## src/rtl/prog_loader.sv

```systemverilog
// prog_loader: fills instruction memory from a byte stream while holding the CPU in reset
module prog_loader #(
    parameter int ADDR_W = 10,
    parameter int DEPTH  = 1024
) (
    input  logic              clk,
    input  logic              rst,
    input  logic              start,
    input  logic              in_valid,
    input  logic [7:0]        in_data,
    output logic              in_ready,
    output logic              im_we,
    output logic [ADDR_W-1:0] im_addr,
    output logic [31:0]       im_wdata,
    output logic              cpu_rst_n,
    output logic              busy,
    output logic              done,
    output logic              err
);
    typedef enum logic [2:0] {IDLE, HDR_HI, HDR_LO, CHECK, DATA, WRITE, DONE, ERR} state_t;
    state_t state, state_nx;
    logic [15:0]   n;
    logic [ADDR_W:0] widx, widx_inc;
    logic [1:0]    bidx;
    logic [31:0]   word;
    logic          xfer, bad, last;
    // Word index is one bit wider than the address so that N==DEPTH terminates cleanly.
    assign widx_inc = widx + (ADDR_W+1)'(1);
    assign bad      = (n == 16'd0) || (32'(n) > 32'(DEPTH));
    assign last     = widx_inc == (ADDR_W+1)'(n);
    assign xfer     = in_valid && in_ready;
    assign im_addr  = widx[ADDR_W-1:0];
    assign im_wdata = word;
    // State register.
    always_ff @(posedge clk) begin
        if (!rst) state <= IDLE;
        else      state <= state_nx;
    end
    // Next-state and state-decoded outputs; nothing here depends combinationally on in_data.
    always_comb begin
        state_nx  = state;
        in_ready  = 1'b0;
        im_we     = 1'b0;
        cpu_rst_n = 1'b0;
        busy      = 1'b0;
        done      = 1'b0;
        err       = 1'b0;
        case (state)
            IDLE:   state_nx = start ? HDR_HI : IDLE;
            HDR_HI: begin
                in_ready = 1'b1;
                busy     = 1'b1;
                state_nx = in_valid ? HDR_LO : HDR_HI;
            end
            HDR_LO: begin
                in_ready = 1'b1;
                busy     = 1'b1;
                state_nx = in_valid ? CHECK : HDR_LO;
            end
            CHECK: begin
                busy     = 1'b1;
                state_nx = bad ? ERR : DATA;
            end
            DATA: begin
                in_ready = 1'b1;
                busy     = 1'b1;
                state_nx = (in_valid && bidx == 2'd3) ? WRITE : DATA;
            end
            WRITE: begin
                im_we    = 1'b1;
                busy     = 1'b1;
                state_nx = last ? DONE : DATA;
            end
            DONE: begin
                done      = 1'b1;
                cpu_rst_n = 1'b1;
                state_nx  = start ? HDR_HI : DONE;
            end
            ERR: begin
                err      = 1'b1;
                state_nx = start ? HDR_HI : ERR;
            end
            default: state_nx = IDLE;
        endcase
    end
    // Header latch, word/byte indices and big-endian word assembly.
    always_ff @(posedge clk) begin
        if (!rst) begin
            n    <= '0;
            widx <= '0;
            bidx <= '0;
            word <= '0;
        end else begin
            if (state == HDR_HI && xfer) n[15:8] <= in_data;
            if (state == HDR_LO && xfer) n[7:0] <= in_data;
            if (state == CHECK) begin
                widx <= '0;
                bidx <= '0;
            end
            if (state == DATA && xfer) begin
                word <= {word[23:0], in_data};
                bidx <= bidx + 2'd1;
            end
            if (state == WRITE) widx <= widx_inc;
        end
    end
endmodule

```

## config.mk

```make
export PLATFORM = sky130hd
export DESIGN_NAME = prog_loader
export DESIGN_NICKNAME = d
export VERILOG_FILES = /design/src/rtl/prog_loader.sv
export SDC_FILE = /design/constraint.sdc
export NUM_CORES = 1
export LEC_CHECK = 0
export ABC_AREA = 1
export CORE_MARGIN = 2
export CORE_UTILIZATION = 40
export CTS_BUF_LIST = sky130_fd_sc_hd__clkbuf_2
export DETAILED_ROUTE_END_ITERATION = 16
export GPL_TIMING_DRIVEN = 0
export PLACE_DENSITY = 0.71
export SYNTH_ARGS = -nofsm -noshare
export SYNTH_HDL_FRONTEND = slang
export SYNTH_SLANG_ARGS = --single-unit
```

## constraint.sdc

```tcl
create_clock -name clk -period 2.6 [get_ports clk]
set_input_delay 0.26 -clock clk [delete_from_list [all_inputs] [get_ports clk]]
set_output_delay 0.26 -clock clk [all_outputs]
set_load 0.02 [all_outputs]
```

**After elaboration in Yosys (flattened, before gate mapping)**

Index checks and enable logic that the tools add are counted.

- $add $sub $neg: 2
- Reductions and logical operators: 12
- Multiplexer cells: 18
- $lt $le $gt $ge: 1
- Equal/unequal tests: 9

Operators with widths:

| kind | count |
|---|---|
| 3-bit one-hot mux with 8 select lines | 1 |
| 11-bit two-way mux | 2 |
| 16-bit by 11-bit greater-than comparator with 1-bit output (second input constant) | 1 |
| 16-bit logical NOT | 1 |
| 3-bit equality test (second input constant) | 4 |
| 11-bit by 1-bit adder with 11-bit output (second input constant) | 1 |
| 11-bit equality test | 1 |
| 2-bit two-way mux | 5 |
| 1-bit two-way mux | 8 |
| 3-bit by 2-bit equality test with 1-bit output (second input constant) | 2 |
| 3-bit two-way mux | 2 |
| 1-bit logical AND | 5 |
| 5-bit OR reduction | 1 |
| 2-bit nonzero test | 2 |
| 3-bit by 1-bit equality test with 1-bit output (second input constant) | 1 |
| 3-bit logical NOT | 1 |
| 3-bit OR reduction | 1 |
| 2-bit by 1-bit adder with 2-bit output (second input constant) | 1 |
| 2-bit equality test (second input constant) | 1 |
| 1-bit logical OR | 1 |

- Bits of input ports: 12
- Output and inout port bits: 48
- Flip-flop bits (word level): 64
- Word-level logic and storage cells: 48

**Longest topological paths before layout**

- Depth after elaboration: 6
- Depth in mapped cells: 13
- Mapped depth without buffers: 13

**Worst setup path after synthesis**

OpenSTA, ideal clock, no wires.

- Kind: flip-flop to flip-flop
- From: register widx[0]
- To: register state[1]
- Buffers on the path: 0
- Slack: 1037 ps
- Data arrival time: 1445 ps
- Data required time: 2482 ps
- Stages on the path, launching flop included: 13
- Path through: dfxtp_1 > ha_1 > nand2_2 > nor2_4 > nand2_2 > nor2_4 > nand2_1 > nand2_1 > nand2_1 > nor2_1 > nor2_1 > nand2_1 > a21oi_2

- Longest elaborated chain between the ends: 4

RTL lines:

| what | line | RTL |
|---|---|---|
| start: declaration | 23 | `logic [ADDR_W:0] widx, widx_inc;` |
| start signal: assignment | 104 | `if (state == WRITE) widx <= widx_inc;` |
| 11-bit by 1-bit adder with 11-bit output | 28 | `assign widx_inc = widx + (ADDR_W+1)'(1);` |
| 11-bit equality test | 30 | `assign last = widx_inc == (ADDR_W+1)'(n);` |
| 2-bit two-way mux | 72 | `state_nx = last ? DONE : DATA;` |
| 3-bit one-hot mux with 8 select lines | 48 | `case (state)` |
| end signal: assignment | 37 | `else state <= state_nx;` |
| end: declaration | 21 | `state_t state, state_nx;` |

Every way passes these cells.
A chain may end at the register's enable or synchronous reset.

**Worst setup path in the final report**

- From: register state[1]
- To: output im_we

- Longest elaborated chain between the ends: 2

RTL lines:

| what | line | RTL |
|---|---|---|
| 3-bit equality test | 48 |  |
| 1-bit two-way mux | 48 |  |
| end: declaration | 12 | `output logic im_we,` |

Every way passes these cells.

==> impl_metrics.json <==
{
  "io_buffers": 58,
  "clock_path_buffers": 2,
  "numCtsBuffers": 9,
  "first_pass_iters": 4,
  "placed_cell_area_um2": 3760,
  "required_ps": 2340,
  "rrSetupSlack_ps": 760,
  "whs_path_depth": 3,
  "die_x_um": 91.5,
  "drt-initial-drc-count": 205,
  "critPathLaunchType": "flip-flop",
  "yosysWarnings": 0,
  "antenna_found_initial": 0,
  "place_congestion": 0.891,
  "hold_viol": 0,
  "fin_nets": 526,
  "slew_violations": 0,
  "setup_tns_ps": 0,
  "drt_drc_violations_left": 0,
  "synth.area.top_cells": "dfxtp_1 42%, nand2_1 17%, a21oi_1 9.5%, nand3_1 6.2%, inv_1 4.2%",
  "cap_violations": 0,
  "ys_seq_area_share_pct": 41.9,
  "setup_viol": 0,
  "slew_headroom_pct": 65.6,
  "yosysTopAreaCellShare_pct": 41.9,
  "dp_hpwl_um": 5860,
  "num_vias": 2978,
  "hold_end": "n[0]",
  "wl_per_cell_um": 12.5,
  "reg2reg_to": "state[1]",
  "rsz0062_at_grt": "no",
  "grt_pass1_vias": 2680,
  "synth_edf_count": 0,
  "wl_um": 7680,
  "status": "finished, final reports clean",
  "post-route-min-period_ps": 2420,
  "max_freq_mhz": 414,
  "h-tree-depth": 3,
  "finalInstanceArea_um2": 3900,
  "path_max_fanout": 10,
  "p_leak_nw": 1.46,
  "die_y_um": 91.5,
  "netlist_top_cells_count": "136 x nand2_1, 64 x dfxtp_1, 58 x a21oi_1",
  "post_cts_buffers": 0,
  "end_kind": "output pin",
  "antennaDiodeCount": 0,
  "min_path_type": "input pin to flip-flop",
  "routed_via_density": 4.84,
  "syn_to_final_growth_pct": 27.3,
  "ys.flop_type": "dfxtp_1",
  "ys_types": 29,
  "drtAntennaViolNets": 0,
  "clk_pin_slew_ps": 200,
  "rr_worst_depth": 12,
  "holdCritStartpoint": "rst",
  "root_buffer": "clkbuf_2",
  "grt_use_total_pct": 18.9,
  "ys_ff_latch": 64,
  "core.rowCount": 31,
  "grt_overflow": 0,
  "power_density_nw_per_um2": 495,
  "synth_top_cell_by_area": "dfxtp_1",
  "netlist_area_um2": 3060,
  "yosysMostFrequentCell": "nand2_1",
  "finClkSkew_ps": 27.2,
  "critical_path_arrival_ps": 2160,
  "crit_path_start": "state[1]",
  "clk_latency_ps": 490,
  "grt_start_max_net_pins": 12,
  "clkSinkCount": 64,
  "finalCritPeriodShare_pct": 92.9,
  "dieArea_um2": 8370,
  "grt_first_pass_wirelength_um": 12700,
  "coreArea_um2": 7330,
  "synth_area_per_cell_um2": 6.91,
  "syn-num-nets": 457,
  "tightest_slew_ps": 516,
  "drive_gt1_share_pct": 12.2,
  "cts_tree": "built",
  "synthCells": 443,
  "async_reset_ff_share_pct": 0,
  "vdd_drop_max_mv": 0.305,
  "critical_path_class": "flip-flop to output pin",
  "initial_utilization_pct": 41.7,
  "ioPinCount": 60,
  "rr_startpoint": "widx[0]"
}
## registers in the layout (all words and copies together), names as in the netlist
register  cells
n            16
bidx          2
state         3
widx         11
im_wdata     32
## cell type report
cell class | instances | area, um2
plain buffers | 28 | 173
multi-input cells | 310 | 1450
repair buffers | 58 | 581
clock inverters | 6 | 85.1
flip-flops and latches | 64 | 1280
inverters | 41 | 154
well taps | 99 | 124
fillers | 694 | 3430
clock buffers | 9 | 45.0
## logic make-up (layout without fill, tap and decap cells)
logic type	after synthesis	after routing	synth area share [%]
buf+inv	69	142	10.7
simple gates	224	224	32.5
fa+ha+maj	2	2	0.818
compound gates	84	84	14.1
flops	64	64	41.9
## worst max-delay path, stage by stage, from the launching register on
cell	delay, ps
dfxtp_1	380
inv_1	110
nand2_2	100
nor2_4	160
buf_2	270
clkdlybuf4s50_1	650
## layer usage
layer / up-vias / track usage, % / share of wire [%]
met4: 0 / 6.06 / 1.5
met2: 67 / 31.2 / 48
met1: 1337 / 23.6 / 46
li1: 1562 / - / -
met5: - / 0 / 0
met3: 12 / 5.64 / 4.6
## timing repair
action / in CTS / in global routing
hold buffers: 0 / 0
endpoints found under the setup margin: 0 / 1
resized for setup: 0 / 1
## layout by cell type, fill, tap and decap left out, types with 6 or more instances in the layout
cell type / instances
a21oi_1: 58
dfxtp_1: 63
nor2_1: 22
clkbuf_1: 9
nand3_1: 38
clkdlybuf4s50_1: 58
nand2_2: 6
clkbuf_2: 9
nand2_1: 136
buf_4: 15
o21ai_0: 18
inv_2: 7
inv_1: 34
## through the flow
stage / utilization, % / setup slack [ps] / total power, mW / instances / hold WS [ps]
after floorplan: - / 1040 / 1.18 / 443 / 395
after global placement: 51.4 / 730 / 1.26 / 600 / 437
after detailed placement: 51.4 / 697 / 1.26 / 600 / 458
after CTS: 53.1 / 120 / 1.94 / 615 / 130
after global routing: 53.1 / 30.6 / 2.02 / 615 / 159
final: 53.1 / 184 / 1.93 / 615 / 147
## how the worst max path moves through the flow
stage	end	slack [ps]	cells after the start
floorplan	state[1]	1040	12
global placement	im_we	730	4
detailed placement	im_we	700	4
CTS	im_we	120	4
global route	im_we	30	5
finish	im_we	180	5
## power breakdown
part | internal [mW] | switching (mW) | leakage (nW)
Sequential | 1.01 | 0.0181 | 0.517
Combinational | 0.0811 | 0.136 | 0.865
Clock | 0.309 | 0.376 | 0.0738
Total | 1.40 | 0.530 | 1.46
Power figures use the tool's default switching activity.
